==> src/rtl/branch_predictor_if.sv <==
// Port bundle between the fetch/decode pipeline and the branch predictor.
// The master side drives fetch PCs and resolved-branch updates; the slave side is the predictor.
interface branch_predictor_if;
  logic [31:0] f_pc;
  logic        pred_hit;
  logic        pred_taken;
  logic [31:0] pred_npc;
  logic        upd_en;
  logic [31:0] upd_pc;
  logic        upd_taken;
  logic [31:0] upd_target;
  logic        upd_pred_taken;
  logic [31:0] upd_pred_npc;
  logic        mispredict;
  logic [31:0] correct_npc;
  logic [31:0] br_cnt;
  logic [31:0] mis_cnt;

  modport master (
    output f_pc, upd_en, upd_pc, upd_taken, upd_target, upd_pred_taken, upd_pred_npc,
    input  pred_hit, pred_taken, pred_npc, mispredict, correct_npc, br_cnt, mis_cnt
  );

  modport slave (
    input  f_pc, upd_en, upd_pc, upd_taken, upd_target, upd_pred_taken, upd_pred_npc,
    output pred_hit, pred_taken, pred_npc, mispredict, correct_npc, br_cnt, mis_cnt
  );
endinterface

==> src/rtl/branch_predictor.sv <==
// Direct-mapped 2-bit saturating-counter predictor with stored targets: zero-latency
// fetch lookup, decode-stage update, mispredict detection and branch/mispredict counters.
module branch_predictor #(
  parameter int IDX_W = 6,
  parameter int TAG_W = 8
) (
  input logic               clk,
  input logic               reset,
  branch_predictor_if.slave bp
);
  localparam int ENTRIES = 1 << IDX_W;

  logic             valid_r  [ENTRIES];
  logic [TAG_W-1:0] tag_r    [ENTRIES];
  logic [31:0]      target_r [ENTRIES];
  logic [1:0]       ctr_r    [ENTRIES];
  logic [31:0]      br_cnt_r;
  logic [31:0]      mis_cnt_r;

  logic [IDX_W-1:0] f_idx_s;
  logic [TAG_W-1:0] f_tag_s;
  logic             pred_hit_s;
  logic             pred_taken_s;
  logic [31:0]      pred_npc_s;
  logic [IDX_W-1:0] u_idx_s;
  logic [TAG_W-1:0] u_tag_s;
  logic             u_hit_s;
  logic             mispredict_s;
  logic [31:0]      correct_npc_s;

  function automatic logic [1:0] ctr_inc(input logic [1:0] c);
    logic [1:0] n;
    case (c)
      2'b00:   n = 2'b01;
      2'b01:   n = 2'b10;
      2'b10:   n = 2'b11;
      2'b11:   n = 2'b11;
      default: n = 2'b01;
    endcase
    return n;
  endfunction

  function automatic logic [1:0] ctr_dec(input logic [1:0] c);
    logic [1:0] n;
    case (c)
      2'b00:   n = 2'b00;
      2'b01:   n = 2'b00;
      2'b10:   n = 2'b01;
      2'b11:   n = 2'b10;
      default: n = 2'b01;
    endcase
    return n;
  endfunction

  // Fetch lookup: reads pre-update table contents, no bypass from a same-cycle update.
  always_comb begin
    f_idx_s      = bp.f_pc[IDX_W+1:2];
    f_tag_s      = bp.f_pc[IDX_W+TAG_W+1:IDX_W+2];
    pred_hit_s   = valid_r[f_idx_s] && (tag_r[f_idx_s] == f_tag_s);
    pred_taken_s = pred_hit_s && ctr_r[f_idx_s][1];
    if (pred_taken_s) begin
      pred_npc_s = target_r[f_idx_s];
    end else begin
      pred_npc_s = bp.f_pc + 32'd4;
    end
  end

  // Decode-stage resolution: table hit for the update PC, mispredict and corrected PC.
  always_comb begin
    u_idx_s       = bp.upd_pc[IDX_W+1:2];
    u_tag_s       = bp.upd_pc[IDX_W+TAG_W+1:IDX_W+2];
    u_hit_s       = valid_r[u_idx_s] && (tag_r[u_idx_s] == u_tag_s);
    mispredict_s  = 1'b0;
    correct_npc_s = bp.upd_pc + 32'd8;
    if (bp.upd_en) begin
      mispredict_s = (bp.upd_taken != bp.upd_pred_taken) ||
                     (bp.upd_taken && bp.upd_pred_taken && (bp.upd_target != bp.upd_pred_npc));
    end else begin
      mispredict_s = 1'b0;
    end
    // The fall-through path skips the delay slot, hence +8.
    if (bp.upd_taken) begin
      correct_npc_s = bp.upd_target;
    end else begin
      correct_npc_s = bp.upd_pc + 32'd8;
    end
  end

  // Table and counter state: full clear on reset, otherwise one training update per resolved branch.
  always_ff @(posedge clk) begin
    if (reset) begin
      for (int i = 0; i < ENTRIES; i++) begin
        valid_r[i]  <= 1'b0;
        tag_r[i]    <= {TAG_W{1'b0}};
        target_r[i] <= 32'd0;
        ctr_r[i]    <= 2'b01;
      end
      br_cnt_r  <= 32'd0;
      mis_cnt_r <= 32'd0;
    end else if (bp.upd_en) begin
      if (u_hit_s) begin
        if (bp.upd_taken) begin
          ctr_r[u_idx_s]    <= ctr_inc(ctr_r[u_idx_s]);
          target_r[u_idx_s] <= bp.upd_target;
        end else begin
          ctr_r[u_idx_s] <= ctr_dec(ctr_r[u_idx_s]);
        end
      end else if (bp.upd_taken) begin
        // A taken miss replaces whatever occupied the slot, starting weakly taken.
        valid_r[u_idx_s]  <= 1'b1;
        tag_r[u_idx_s]    <= u_tag_s;
        target_r[u_idx_s] <= bp.upd_target;
        ctr_r[u_idx_s]    <= 2'b10;
      end else begin
        valid_r[u_idx_s] <= valid_r[u_idx_s];
      end
      br_cnt_r  <= br_cnt_r + 32'd1;
      mis_cnt_r <= mis_cnt_r + {31'd0, mispredict_s};
    end else begin
      br_cnt_r  <= br_cnt_r;
      mis_cnt_r <= mis_cnt_r;
    end
  end

  assign bp.pred_hit    = pred_hit_s;
  assign bp.pred_taken  = pred_taken_s;
  assign bp.pred_npc    = pred_npc_s;
  assign bp.mispredict  = mispredict_s;
  assign bp.correct_npc = correct_npc_s;
  assign bp.br_cnt      = br_cnt_r;
  assign bp.mis_cnt     = mis_cnt_r;
endmodule
==> src/flat_wrapper.sv <==
// flat-port wrapper written by rule: the top's interface ports become plain ports
module branch_predictor_flat 
#(
  parameter int IDX_W = 6,
  parameter int TAG_W = 8
)
  (clk, reset, bp_f_pc, bp_upd_en, bp_upd_pc, bp_upd_taken, bp_upd_target, bp_upd_pred_taken, bp_upd_pred_npc, bp_pred_hit, bp_pred_taken, bp_pred_npc, bp_mispredict, bp_correct_npc, bp_br_cnt, bp_mis_cnt);
  branch_predictor_if bp_i ();
  input logic clk;
  input logic reset;
  input wire logic [$bits(bp_i.f_pc)-1:0] bp_f_pc;
  input wire logic [$bits(bp_i.upd_en)-1:0] bp_upd_en;
  input wire logic [$bits(bp_i.upd_pc)-1:0] bp_upd_pc;
  input wire logic [$bits(bp_i.upd_taken)-1:0] bp_upd_taken;
  input wire logic [$bits(bp_i.upd_target)-1:0] bp_upd_target;
  input wire logic [$bits(bp_i.upd_pred_taken)-1:0] bp_upd_pred_taken;
  input wire logic [$bits(bp_i.upd_pred_npc)-1:0] bp_upd_pred_npc;
  output wire logic [$bits(bp_i.pred_hit)-1:0] bp_pred_hit;
  output wire logic [$bits(bp_i.pred_taken)-1:0] bp_pred_taken;
  output wire logic [$bits(bp_i.pred_npc)-1:0] bp_pred_npc;
  output wire logic [$bits(bp_i.mispredict)-1:0] bp_mispredict;
  output wire logic [$bits(bp_i.correct_npc)-1:0] bp_correct_npc;
  output wire logic [$bits(bp_i.br_cnt)-1:0] bp_br_cnt;
  output wire logic [$bits(bp_i.mis_cnt)-1:0] bp_mis_cnt;
  assign bp_i.f_pc = bp_f_pc;
  assign bp_i.upd_en = bp_upd_en;
  assign bp_i.upd_pc = bp_upd_pc;
  assign bp_i.upd_taken = bp_upd_taken;
  assign bp_i.upd_target = bp_upd_target;
  assign bp_i.upd_pred_taken = bp_upd_pred_taken;
  assign bp_i.upd_pred_npc = bp_upd_pred_npc;
  assign bp_pred_hit = bp_i.pred_hit;
  assign bp_pred_taken = bp_i.pred_taken;
  assign bp_pred_npc = bp_i.pred_npc;
  assign bp_mispredict = bp_i.mispredict;
  assign bp_correct_npc = bp_i.correct_npc;
  assign bp_br_cnt = bp_i.br_cnt;
  assign bp_mis_cnt = bp_i.mis_cnt;
  branch_predictor #(.IDX_W(IDX_W), .TAG_W(TAG_W)) u_core (.clk(clk), .reset(reset), .bp(bp_i));
endmodule
==> config.mk <==
export PLATFORM = sky130hd
export DESIGN_NAME = branch_predictor_flat
export DESIGN_NICKNAME = d
export VERILOG_FILES = /design/src/rtl/branch_predictor_if.sv /design/src/rtl/branch_predictor.sv /design/src/flat_wrapper.sv
export SDC_FILE = /design/constraint.sdc
export NUM_CORES = 2
export LEC_CHECK = 0
export CORE_MARGIN = 3
export CORE_UTILIZATION = 55
export CTS_BUF_LIST = sky130_fd_sc_hd__clkbuf_4 sky130_fd_sc_hd__clkbuf_8
export CTS_CLUSTER_SIZE = 14
export DETAILED_ROUTE_END_ITERATION = 6
export PLACE_DENSITY = 0.72
export SYNTH_ARGS = -nofsm -noshare
export SYNTH_HDL_FRONTEND = slang
export SYNTH_SLANG_ARGS = --single-unit
export TNS_END_PERCENT = 100
==> constraint.sdc <==
create_clock -name clk -period 16.7 [get_ports clk]
set_input_delay 3.34 -clock clk [delete_from_list [all_inputs] [get_ports clk]]
set_output_delay 3.34 -clock clk [all_outputs]
set_load 0.01 [all_outputs]
Yosys cells after proc, flatten, opt, wreduce, memory -nomap -nowiden
Memories as Yosys holds them, arrays and structs flattened.
Index checks and enable logic that the tools add are counted.
{"block": "word_totals", "reg_bits": 64, "ramBits": 2752, "output_inout_bits": 131, "word_cells": 83, "memories": 4}
{"memory": "u_core.target_r", "words": 64, "width": 32, "rd": 1, "rd_ports_with_merged_regs": 0, "wr": 64, "line_no": "branch_predictor.sv:15", "source": "logic [31:0] target_r [ENTRIES];"}
{"memory": "u_core.tag_r", "words": 64, "width": 8, "rd": 2, "rd_ports_with_merged_regs": 0, "wr": 64, "line_no": "branch_predictor.sv:14", "source": "logic [TAG_W-1:0] tag_r [ENTRIES];"}
{"memory": "u_core.ctr_r", "words": 64, "width": 2, "rd": 2, "rd_ports_with_merged_regs": 0, "wr": 64, "line_no": "branch_predictor.sv:16", "source": "logic [1:0] ctr_r [ENTRIES];"}
{"memory": "u_core.valid_r", "words": 64, "width": 1, "rd": 2, "rd_ports_with_merged_regs": 0, "wr": 64, "line_no": "branch_predictor.sv:13", "source": "logic valid_r [ENTRIES];"}
{"block": "op_classes", "n_addsub": 4, "eq_ne": 7, "n_mux": 49, "n_bitwise": 4, "reduce_logical": 13}
{"operator": "$mux W32", "n": 4}
{"operator": "$add A32 B1 Y32", "n": 1}
{"operator": "$add A32 B1 Y32 const B", "n": 1}
{"operator": "$add A32 B3 Y32 const B", "n": 1}
{"operator": "$add A32 B4 Y32 const B", "n": 1}
{"operator": "$ne A32 B32 Y1", "n": 1}
{"operator": "$reduce_or A32 Y1", "n": 1}
{"operator": "$mux W1", "n": 27}
{"operator": "$mux W6", "n": 4}
{"operator": "$mux W2", "n": 11}
{"operator": "$eq A8 B8 Y1", "n": 2}
{"operator": "$pmux W2 S3", "n": 2}
{"operator": "$mux W8", "n": 1}
{"operator": "$reduce_or A8 Y1", "n": 1}
{"operator": "$reduce_or A2 Y1", "n": 3}
{"operator": "$logic_and A1 B1 Y1", "n": 5}
{"operator": "$eq A2 B2 Y1 const B", "n": 2}
{"operator": "$or A1 B1 Y1", "n": 4}
{"operator": "$eq A2 B1 Y1 const B", "n": 1}
{"operator": "$logic_not A2 Y1", "n": 1}
{"operator": "$logic_or A1 B1 Y1", "n": 1}
{"operator": "$ne A1 B1 Y1", "n": 1}
{"operator": "$reduce_or A1 Y1", "n": 1}

Longest topological paths before layout
An unclocked memory read counts as a cell.
{"block": "logic_depth", "ltp_word": 11, "mapped_depth": 18, "depth_no_buf": 16}

Least setup slack after synthesis
OpenSTA, ideal clock, no wires.
{"block": "synth_timing", "path_kind": "input-to-output", "start": "input bp_f_pc[2]", "end": "output bp_pred_npc[10]", "arrival_ns": 6.638, "path_slack_ns": 6.722, "path_stages": 10, "n_path_buf": 6, "path_cell_list": "buf_6 -> buf_4 -> buf_6 -> buf_4 -> clkbuf_1 -> buf_1 -> mux4_2 -> mux4_2 -> mux4_2 -> mux2_4"}
{"block": "synth_via", "elab_chain_len": 5, "elab_cells_between_ends": 9}
{"element": "from (decl)", "line_no": "flat_wrapper.sv:11", "source": "input wire logic [$bits(bp_i.f_pc)-1:0] bp_f_pc;"}
{"element": "$mem_v2 Z64 W8"}
{"element": "$eq A8 B8 Y1", "line_no": "branch_predictor.sv:59", "source": "pred_hit_s = valid_r[f_idx_s] && (tag_r[f_idx_s] == f_tag_s);"}
{"element": "$logic_and A1 B1 Y1", "line_no": "branch_predictor.sv:59"}
{"element": "$logic_and A1 B1 Y1", "line_no": "branch_predictor.sv:60", "source": "pred_taken_s = pred_hit_s && ctr_r[f_idx_s][1];"}
{"element": "$mux W32 *", "line_no": "branch_predictor.sv:61", "source": "if (pred_taken_s) begin"}
{"element": "to (decl)", "line_no": "flat_wrapper.sv:20", "source": "output wire logic [$bits(bp_i.pred_npc)-1:0] bp_pred_npc;"}
Every way passes the cells marked *; elsewhere a longest branch is shown, timed or not.

Worst setup path after layout
{"block": "layout_timing", "start": "input bp_f_pc[4]", "end": "output bp_pred_npc[7]"}
The elaborated chain is that of the path after synthesis.

==> impl_metrics.csv <==
group,metric,value,unit
run_status,status,"finished with violations",
run_status,violations,"design-rule violations",
clock_tree,post_cts_resized,0,
grt,grt_pass1_wl,661.3,mm
grt,grt_max_degree,339,
clock_tree,cts_tree,"built",
logic_synthesis,seq_area_frac_synth,61.26,%
logic_synthesis,synth-async-reset-ratio,0,%
clock_tree,post_cts.repair.setup_buffers,0,
pwr,vdd_ir_drop_max,0.00008727,V
cells_and_area,instances_no_fill,12830,
sta,finalCritPeriodShare,80.25,%
clock_tree,cts_root_buffer,"clkbuf_8",
worst_setup_path,max_stage_delay,1.07,ns
logic_synthesis,synth_top_area_share,60.33,%
grt,track_usage,36.51,%
cells_and_area,final_common_cell,"edfxtp_1",
pwr,power_density,104.5,nW/um2
cells_and_area,fin_area,150400,um2
detailed_routing,drt_iter0_drc,15990,
sta,clock.fmax,0.07461,GHz
cells_and_area,final_cell_mix,"edfxtp_1 (2,752), and3_1 (1,556), mux4_2 (946)",
logic_synthesis,ys_ff_latch,2816,
grt,overflow,0,
worst_setup_path,startpoint_type,"input pin",
sta,slew_violations,0,
sta,setup-tns-final,0,ns
placement,portBuffers,263,
detailed_routing,ant_nets,0,
min_path,min_path_cells,2,
detailed_routing,first_pass_iters,7,
clock_tree,cts_hold_buf,0,
sta,setup_ws,3.298,ns
logic_synthesis,syn_inst,9242,
placement,gp_congestion,1.089,
detailed_routing,routedWlPerCell,36.71,um
cells_and_area,final_util,60.93,%
clock_tree,htree_levels,5,
floorplan,die_w,505.1,um
floorplan,initial_utilization,55.49,%
sta,setup_viol,0,
placement,hpwl,267.1,mm
clock_tree,cts_sinks,2816,
sta,max_slew_margin,9.476,%
sta,fin_crit,13.40,ns
detailed_routing,vias,90360,
grt,antenna_found_initial,45,
sta,rsz0062_at_grt,"no",
min_path,hold_class,"register to register",
floorplan,dieHeight,505.1,um
floorplan,die_area,255100,um2
detailed_routing,wirelength,470.8,mm
pwr,power.leakage,55.90,nW
detailed_routing,detail_route.vias_per_cell,7.045,
clock_tree,cts_buffer_depth,4,
cells_and_area,drive_gt1_share,22.94,%
clock_tree,cts_buffers,460,
floorplan,io_pins,264,
logic_synthesis,synth-main-ff-cell,"edfxtp_1",
sta,hold_viol,0,
worst_setup_path,cp_data_required_time,13.36,ns
worst_setup_path,worstPathArrival,10.06,ns
pwr,report.power.total,15.72,mW
logic_synthesis,syn_nets,9384,
detailed_routing,drc,2,
clock_tree,worstSkewPairLatency,1.16,ns
worst_setup_path,cp_slowest_cell,"nor3_1",
job,cap_violations,0,
logic_synthesis,synth.distinct_cells,67,
floorplan,core-area,246800,um2
cells_and_area,final_nets,9285,
logic_synthesis,yosys_warnings,0,
sta,skew,0.1124,ns
clock_tree,cts.clk_slew.worst_paths,0.05,ns
logic_synthesis,syn_area,137000,um2
grt,first_global_vias,89030,
worst_setup_path,rr_worst_depth,9,
placement,post-place-ws,3.590,ns
floorplan,rows,182,
logic_synthesis,yosys.area.top_type,"edfxtp_1",
sta,tightest_slew,1.353,ns
logic_synthesis,synth_edf_count,2752,
worst_setup_path,critical_path_class,"input pin to output pin",
worst_setup_path,crit_path_max_fanout,53,
placement,placedCellCount,11990,
logic_synthesis,syn_avg_cell_area,14.82,um2
worst_setup_path,endpoint_kind,"output pin",
cells_and_area,n_fill_cell,18130,
placement,placed_area,141600,um2
worst_setup_path,crit_chain,"buf_8 > buf_4 > mux4_2 > mux2i_1 > o32ai_1 > nor3_1 > o221ai_1 > xor2_1 > nand4b_1 > or4_4 > buf_4 > mux2i_1 > clkdlybuf4s50_1",
logic_synthesis,ys_top_cells_by_area,"edfxtp_1 (60%), mux4_2 (16%), and3_1 (7.1%), and2_1 (2.4%), nor2_1 (2.2%)",
cells_and_area,syn2layout_area_growth,9.787,%
sta,hold_slack,0.5043,ns
worst_setup_path,reg2reg_slack,10.74,ns
## layer usage
layer  vias to the layer above  part of all wire, %  track usage [%]
met5                         -                0.078           0.5255
met4                        28                  6.8            21.12
met3                      1593                   15            12.33
met2                      7863                   45            55.19
met1                     45440                   33            46.20
li1                      35430                    -                -
## flip-flops by register name, indices dropped and copies added, names as in the netlist
name	count
u_core.target_r	2048
u_core.valid_r	64
u_core.ctr_r	128
u_core.bp.br_cnt	32
u_core.tag_r	512
u_core.bp.mis_cnt	32
## cells by family after synthesis
family                   after synthesis  share of synthesized area, %
XOR/XNOR                             163                         1.042
flip-flops                          2816                         61.26
buffers and inverters               1059                         3.292
AO/OA/AOI/OAI                        477                         2.693
multiplexers                        1230                         17.76
AND/OR/NAND/NOR                     3487                         13.86
adder cells (fa/ha/maj)               10                       0.09043
## final timing paths
| kind | startpoint | to |
|---|---|---|
| min reg2reg | u_core.bp.br_cnt[9] | u_core.bp.br_cnt[9] |
| max reg2reg | u_core.tag_r[4][5] | u_core.tag_r[41][2] |
| max | bp_f_pc[4] | bp_pred_npc[7] |
| min | u_core.bp.br_cnt[9] | u_core.bp.br_cnt[9] |
## layout make-up
| type | count | area [um2] | share of cell area [%] |
|---|---|---|---|
| multi-input combinational | 5367 | 49240 | 32.74 |
| clock buffer | 607 | 7497 | 4.985 |
| antenna | 21 | 52.55 | 0.03494 |
| sequential | 2816 | 83920 | 55.80 |
| timing repair buffer | 486 | 4257 | 2.830 |
| inverter | 12 | 45.04 | 0.02995 |
| clock inverter | 204 | 1236 | 0.8220 |
| tap | 3312 | 4144 | 2.755 |
## power breakdown
part,switching [mW],leakage (nW),internal (mW)
sequential,0.123,26.8,8.09
combinational,1.02,24.5,0.588
clock,2.81,4.64,3.09
total,3.95,55.9,11.8
## cells in the mapped netlist (all sizes together) (12+ instances only)
cell type and instances:
a22oi 129, nand2b 60, o21ai 53, a21oi 41, mux2i 227, nand2 280
mux2 57, and3 1556, xor2 81, nor2b 16, nor3 82, clkbuf 783
or2 16, or3 17, nand3 71, dfxtp 64, a21o 65, nand4 33
o22ai 19, buf 264, edfxtp 2752, and2 526, inv 12, mux4 946
nor2 803, xnor2 82, o21bai 128
## worst max-delay path: cells and delay by family
family | cells | cell delay [ns]
muxes | 3 | 1.28
buffers and inverters | 4 | 2.48
AOI/OAI and AO/OA | 2 | 0.59
xor gates and xnor gates | 1 | 0.28
and+or+nand+nor | 3 | 1.88
Note: power is estimated with default switching activity, not from simulation.
